===== config.mk =====
export PLATFORM = sky130hd
export DESIGN_NAME = dilated_tap_packer
export DESIGN_NICKNAME = d
export VERILOG_FILES = /design/src/rtl/dilated_tap_packer_pkg.sv /design/src/rtl/dilated_tap_packer_ring.sv /design/src/rtl/dilated_tap_packer.sv
export SDC_FILE = /design/constraint.sdc
export NUM_CORES = 1
export LEC_CHECK = 0
export ABC_AREA = 1
export BUFFER_PORTS_ARGS = -buffer_cell sky130_fd_sc_hd__buf_2
export CAP_MARGIN = 20
export CORE_MARGIN = 2
export CORE_UTILIZATION = 55
export CTS_CLUSTER_DIAMETER = 40
export DETAILED_ROUTE_END_ITERATION = 12
export PLACE_DENSITY = 0.86
export SYNTH_ARGS = -nofsm -noshare
export SYNTH_HDL_FRONTEND = slang
export SYNTH_HIERARCHICAL = 1
export SYNTH_SLANG_ARGS = --single-unit

===== constraint.sdc =====
create_clock -name clk -period 24.8 [get_ports clk]
set_clock_uncertainty 0.05 [all_clocks]
set_input_delay 4.96 -clock clk [delete_from_list [all_inputs] [get_ports clk]]
set_output_delay 4.96 -clock clk [all_outputs]
set_load 0.03 [all_outputs]

===== src/rtl/dilated_tap_packer_pkg.sv =====
// Shared types and helpers for the dilated tap packer and its dot-product consumer.
package dilated_tap_packer_pkg;

    typedef enum logic [1:0] {
        IDLE,
        GATHER,
        PRESENT
    } state_e;

    // Number of samples the ring must hold to reach the oldest dilated tap.
    function automatic int ring_depth(input int d, input int dil);
        return (d - 1) * dil + 1;
    endfunction

    // LSB of tap j in a packed vector; tap 0 (newest) sits in the top slice.
    function automatic int tap_lsb(input int d, input int w, input int j);
        return w * (d - j - 1);
    endfunction

endpackage


===== src/rtl/dilated_tap_packer_ring.sv =====
// Activation history ring: register array with combinational read, write pointer and fill count.
module tap_ring_buffer #(
    parameter int W  = 16,
    parameter int L  = 16,
    parameter int AW = (L > 1) ? $clog2(L) : 1,
    parameter int FW = $clog2(L + 1)
) (
    input  logic          clk,
    input  logic          rst,
    input  logic          wr_en_i,
    input  logic [W-1:0]  wr_data_i,
    input  logic          adv_i,
    input  logic [AW-1:0] rd_addr_i,
    output logic [W-1:0]  rd_data_o,
    output logic [AW-1:0] wp_o,
    output logic [FW-1:0] fill_o
);

    logic [W-1:0]  mem_q [L];
    logic [AW-1:0] wp_q;
    logic [FW-1:0] fill_q;

    // Contents are deliberately left unreset; stale entries are masked by the fill count.
    always_ff @(posedge clk) begin
        if (wr_en_i) begin
            mem_q[wp_q] <= wr_data_i;
        end
    end

    always_ff @(posedge clk or posedge rst) begin
        if (rst) begin
            wp_q   <= '0;
            fill_q <= '0;
        end else begin
            if (wr_en_i && (fill_q != FW'(L))) begin
                fill_q <= fill_q + 1'b1;
            end
            if (adv_i) begin
                wp_q <= (wp_q == AW'(L - 1)) ? '0 : wp_q + 1'b1;
            end
        end
    end

    assign rd_data_o = mem_q[rd_addr_i];
    assign wp_o      = wp_q;
    assign fill_o    = fill_q;

endmodule


===== src/rtl/dilated_tap_packer.sv =====
// Gathers D dilated causal taps per accepted sample and presents them to the dot-product engine.
module dilated_tap_packer
    import dilated_tap_packer_pkg::*;
#(
    parameter int W   = 16,
    parameter int D   = 16,
    parameter int DIL = 1
) (
    input  logic           clk,
    input  logic           rst,
    input  logic [W-1:0]   in_sample_i,
    input  logic           in_v_i,
    output logic           in_ready_o,
    output logic [D*W-1:0] packed_a_o,
    output logic           packed_v_o,
    output logic           dp_start_o,
    input  logic           dp_done_i
);

    localparam int L  = ring_depth(D, DIL);
    localparam int AW = (L > 1) ? $clog2(L) : 1;
    localparam int FW = $clog2(L + 1);
    localparam int JW = (D > 1) ? $clog2(D) : 1;
    localparam int CW = AW + 1;

    state_e         state_q;
    logic [JW-1:0]  j_q;
    logic           in_ready_q;
    logic           packed_v_q;
    logic           dp_start_q;
    logic [D*W-1:0] packed_a_q;
    logic [D*W-1:0] stage_q;
    logic [D*W-1:0] stage_d;

    logic           wr_en;
    logic           adv;
    logic [AW-1:0]  wp;
    logic [FW-1:0]  fill;
    logic [AW-1:0]  rd_addr;
    logic [W-1:0]   rd_data;
    logic [CW-1:0]  off;
    logic [CW-1:0]  wp_ext;
    logic [CW-1:0]  addr_wide;
    logic [W-1:0]   tap;

    // The first PRESENT cycle is skipped so a stale out_v from the previous job is not taken as done.
    assign wr_en = (state_q == IDLE) && in_v_i;
    assign adv   = (state_q == PRESENT) && !dp_start_q && dp_done_i;

    tap_ring_buffer #(
        .W (W),
        .L (L)
    ) u_ring (
        .clk       (clk),
        .rst       (rst),
        .wr_en_i   (wr_en),
        .wr_data_i (in_sample_i),
        .adv_i     (adv),
        .rd_addr_i (rd_addr),
        .rd_data_o (rd_data),
        .wp_o      (wp),
        .fill_o    (fill)
    );

    // Offset never exceeds L-1, so one conditional add of L performs the modulo.
    always_comb begin
        off       = CW'(int'(j_q) * DIL);
        wp_ext    = {1'b0, wp};
        addr_wide = (wp_ext >= off) ? (wp_ext - off) : (wp_ext + CW'(L) - off);
        rd_addr   = addr_wide[AW-1:0];
        tap       = (32'(fill) > 32'(off)) ? rd_data : '0;
        stage_d   = stage_q;
        stage_d[tap_lsb(D, W, int'(j_q)) +: W] = tap;
    end

    always_ff @(posedge clk or posedge rst) begin
        if (rst) begin
            state_q    <= IDLE;
            j_q        <= '0;
            in_ready_q <= 1'b1;
            packed_v_q <= 1'b0;
            dp_start_q <= 1'b0;
            packed_a_q <= '0;
            stage_q    <= '0;
        end else begin
            case (state_q)
                IDLE: begin
                    if (in_v_i) begin
                        in_ready_q <= 1'b0;
                        j_q        <= '0;
                        state_q    <= GATHER;
                    end
                end
                GATHER: begin
                    stage_q <= stage_d;
                    if (j_q == JW'(D - 1)) begin
                        packed_a_q <= stage_d;
                        packed_v_q <= 1'b1;
                        dp_start_q <= 1'b1;
                        j_q        <= '0;
                        state_q    <= PRESENT;
                    end else begin
                        j_q <= j_q + 1'b1;
                    end
                end
                PRESENT: begin
                    dp_start_q <= 1'b0;
                    if (adv) begin
                        packed_v_q <= 1'b0;
                        in_ready_q <= 1'b1;
                        state_q    <= IDLE;
                    end
                end
                default: begin
                    state_q <= IDLE;
                end
            endcase
        end
    end

    assign in_ready_o = in_ready_q;
    assign packed_a_o = packed_a_q;
    assign packed_v_o = packed_v_q;
    assign dp_start_o = dp_start_q;

endmodule


==> results.ini <==
[final_layout]
final_common_cell = nand2_1
nNetsFinal = 4351
drive_above_1_share = 0.1331
multi_input_area_um2 = 11880
area_delta_synth_final_pct = 16.16
layout_common_cells = 1,634 x nand2_1, 550 x nand3_1, 529 x dfrtp_1
post-route-util = 0.6425
seq_area_um2 = 20950
fillerInstances = 4697

[floorplan]
die_y_um = 257.7
die_area_um2 = 66410
io_pins = 279
start_util = 0.5531
die_x_um = 257.7
core-area_um2 = 64000
placementRows = 93

[detailed_routing]
drt_pass1_iterations = 6
wl_mm = 100.1
post_drt_wl_per_cell_um = 19.03
antenna_left = 0
first_iter_violations = 4091
drcViolationCount = 0
routed_via_density = 5.699
via_count = 29970

[critical_path]
worstPathMaxFanout = 2
crit_slowest_cell = dfrtp_1
startpoint_type = flop
path_cells = buf_2
crit_buf_inv = 1
critPathTopFamily = flip-flops
max_stage_delay_ns = 0.53
required_ns = 19.79
crit_arrival_ns = 1.46
cp-end-kind = output port
critPathKind = flop to output port

[timing]
fin_ws_ns = 18.33
fin_crit_sh = 0.2611
setup_tns_ns = 0
worst_pin_slew_ns = 1.173
clock.fmax_mhz = 154.5
slew_headroom = 0.2183
grt_setup_unrepaired = false
setup_violations = 0
hold_viol = 0
period_needed_ns = 6.474
slew_violations = 0

[clock_network]
clockBufferDepth = 3
clockRootBuffer = clkbuf_16
ctsHtreeMaxLevel = 3
ctsResizeCount = 0
cts_inserted_buffers = 110
path_clk_slew_ns = 0.06
postCtsSetupBuffers = 0
holdBufCountCts = 0
tritoncts = done
worstSkewPairLatency_ns = 0.68
cts_sinks = 786

[flow_run]
maxCapViolations = 0

[placement]
place_congestion = 0.8337
hpwl_mm = 59.80
preCtsSetupSlack_ns = 18.08
port_buffers = 278

[power_and_ir_drop]
p_leak_nw = 20.77
vdd_drop_max_mv = 0.1348
total_power_mw = 6.312
power_density_nw_per_um2 = 153.5

[synthesis]
seq_area_frac_synth = 0.5918
synth-seq-cells = 786
synth_ff_type = dfrtp_1
syn_area_um2 = 35400
async_flop_share = 0.6743
avgSynthCellArea_um2 = 8.643
synth-edff-count = 256
yosys_warnings = 6
synth.distinct_cells = 38
synth_nets = 4140
synth_cells = 4096

[global_route]
track_usage = 0.2967
globalRouteOverflowTotal = 0
grt_max_degree = 213
antenna_found_initial = 3
grt_pass1_vias = 28670
grt_pass1_wl_mm = 154.6

[worst_hold_path]
hold_path_class = flop to flop

[outcome]
status = finished clean

## layout make-up
cell class	instances	share of cell area
multi-input cells	2672	0.2890
inverters	412	0.03840
diodes	1	0.00006086
flip-flops and latches	786	0.5095
clock buffers	129	0.07163
clock inverters	79	0.02157
well taps	855	0.02602
repair buffers	325	0.04382
## cell usage after synthesis, types with 12 or more instances
library cell / instances / area (um^2)
dfrtp_1: 529 / 13240
inv_2: 12 / 45.04
buf_2: 60 / 300.3
clkbuf_1: 112 / 420.4
nor2_2: 15 / 93.84
o21ai_1: 30 / 150.1
o21ai_0: 245 / 1226
inv_1: 398 / 1494
nand2_1: 1634 / 6133
edfxtp_1: 256 / 7687
ha_1: 23 / 287.8
buf_1: 22 / 82.58
nor2_1: 52 / 195.2
buf_4: 27 / 202.7
nand3_1: 550 / 2753
o211ai_1: 65 / 488.0
## state kept, by name (all words and copies together) (netlist names), 2 cells and up
name           count
j_q                4
packed_a_o       256
stage_q          256
state_q            2
u_ring/fill_o      5
u_ring/mem_q     256
u_ring/wp_o        4
## metal layers
| layer | routed length (um) | part of all wire | GRT usage |
|---|---|---|---|
| met1 | 37400 | 0.37 | 0.3827 |
| met2 | 45650 | 0.46 | 0.4606 |
| met3 | 10670 | 0.11 | 0.06733 |
| met4 | 6327 | 0.063 | 0.1795 |
| met5 | 12 | 0.00012 | 0 |
## logic make-up (layout without fill, tap and decap cells)
family / Yosys count / in the layout / share of synthesized area
buffers and inverters: 638 / 945 / 0.07390
other: 0 / 1 / 0
flip-flops: 786 / 786 / 0.5918
XOR/XNOR: 9 / 9 / 0.002227
adder cells (fa/ha/maj): 24 / 24 / 0.008695
AO/OA/AOI/OAI: 348 / 348 / 0.05394
AND/OR/NAND/NOR: 2291 / 2291 / 0.2694
## where the power goes
group	switching, mW	total [mW]	internal [mW]	leakage, nW
Clock	0.616	1.60	0.988	1.86
Sequential	0.206	1.86	1.66	9.35
Combinational	2.17	2.85	0.676	9.56
Total	2.99	6.31	3.32	20.8
## final timing paths
kind                       slack, ns                        start                         end  depth (start not counted)
setup / recovery               18.33  packed_a_o[238]$_DFFE_PP0P_             packed_a_o[238]                          1
hold / removal                  0.42       in_ready_o$_DFFE_PP1P_      in_ready_o$_DFFE_PP1P_                          2
setup reg to reg               18.78           j_q[0]$_DFFE_PP0P_     stage_q[16]$_DFFE_PP0P_                         16
hold reg to reg                 0.42       in_ready_o$_DFFE_PP1P_      in_ready_o$_DFFE_PP1P_                          2
max in group asynchronous      18.80                          rst  packed_a_o[11]$_DFFE_PP0P_                          3
min in group asynchronous       4.28                          rst  u_ring/wp_o[2]$_DFFE_PP0P_                          2
## metrics by stage
stage | hold slack [ns] | cells | area [um^2]
floorplan | 0.3979 | 4096 | 35400
global placement | 0.4088 | 5048 | 37250
detailed placement | 0.4083 | 5048 | 37250
CTS | 0.4178 | 5256 | 41080
global route | 0.4414 | 5259 | 41120
finish | 0.4190 | 5259 | 41120
Note: power is estimated with default switching activity, not from simulation.
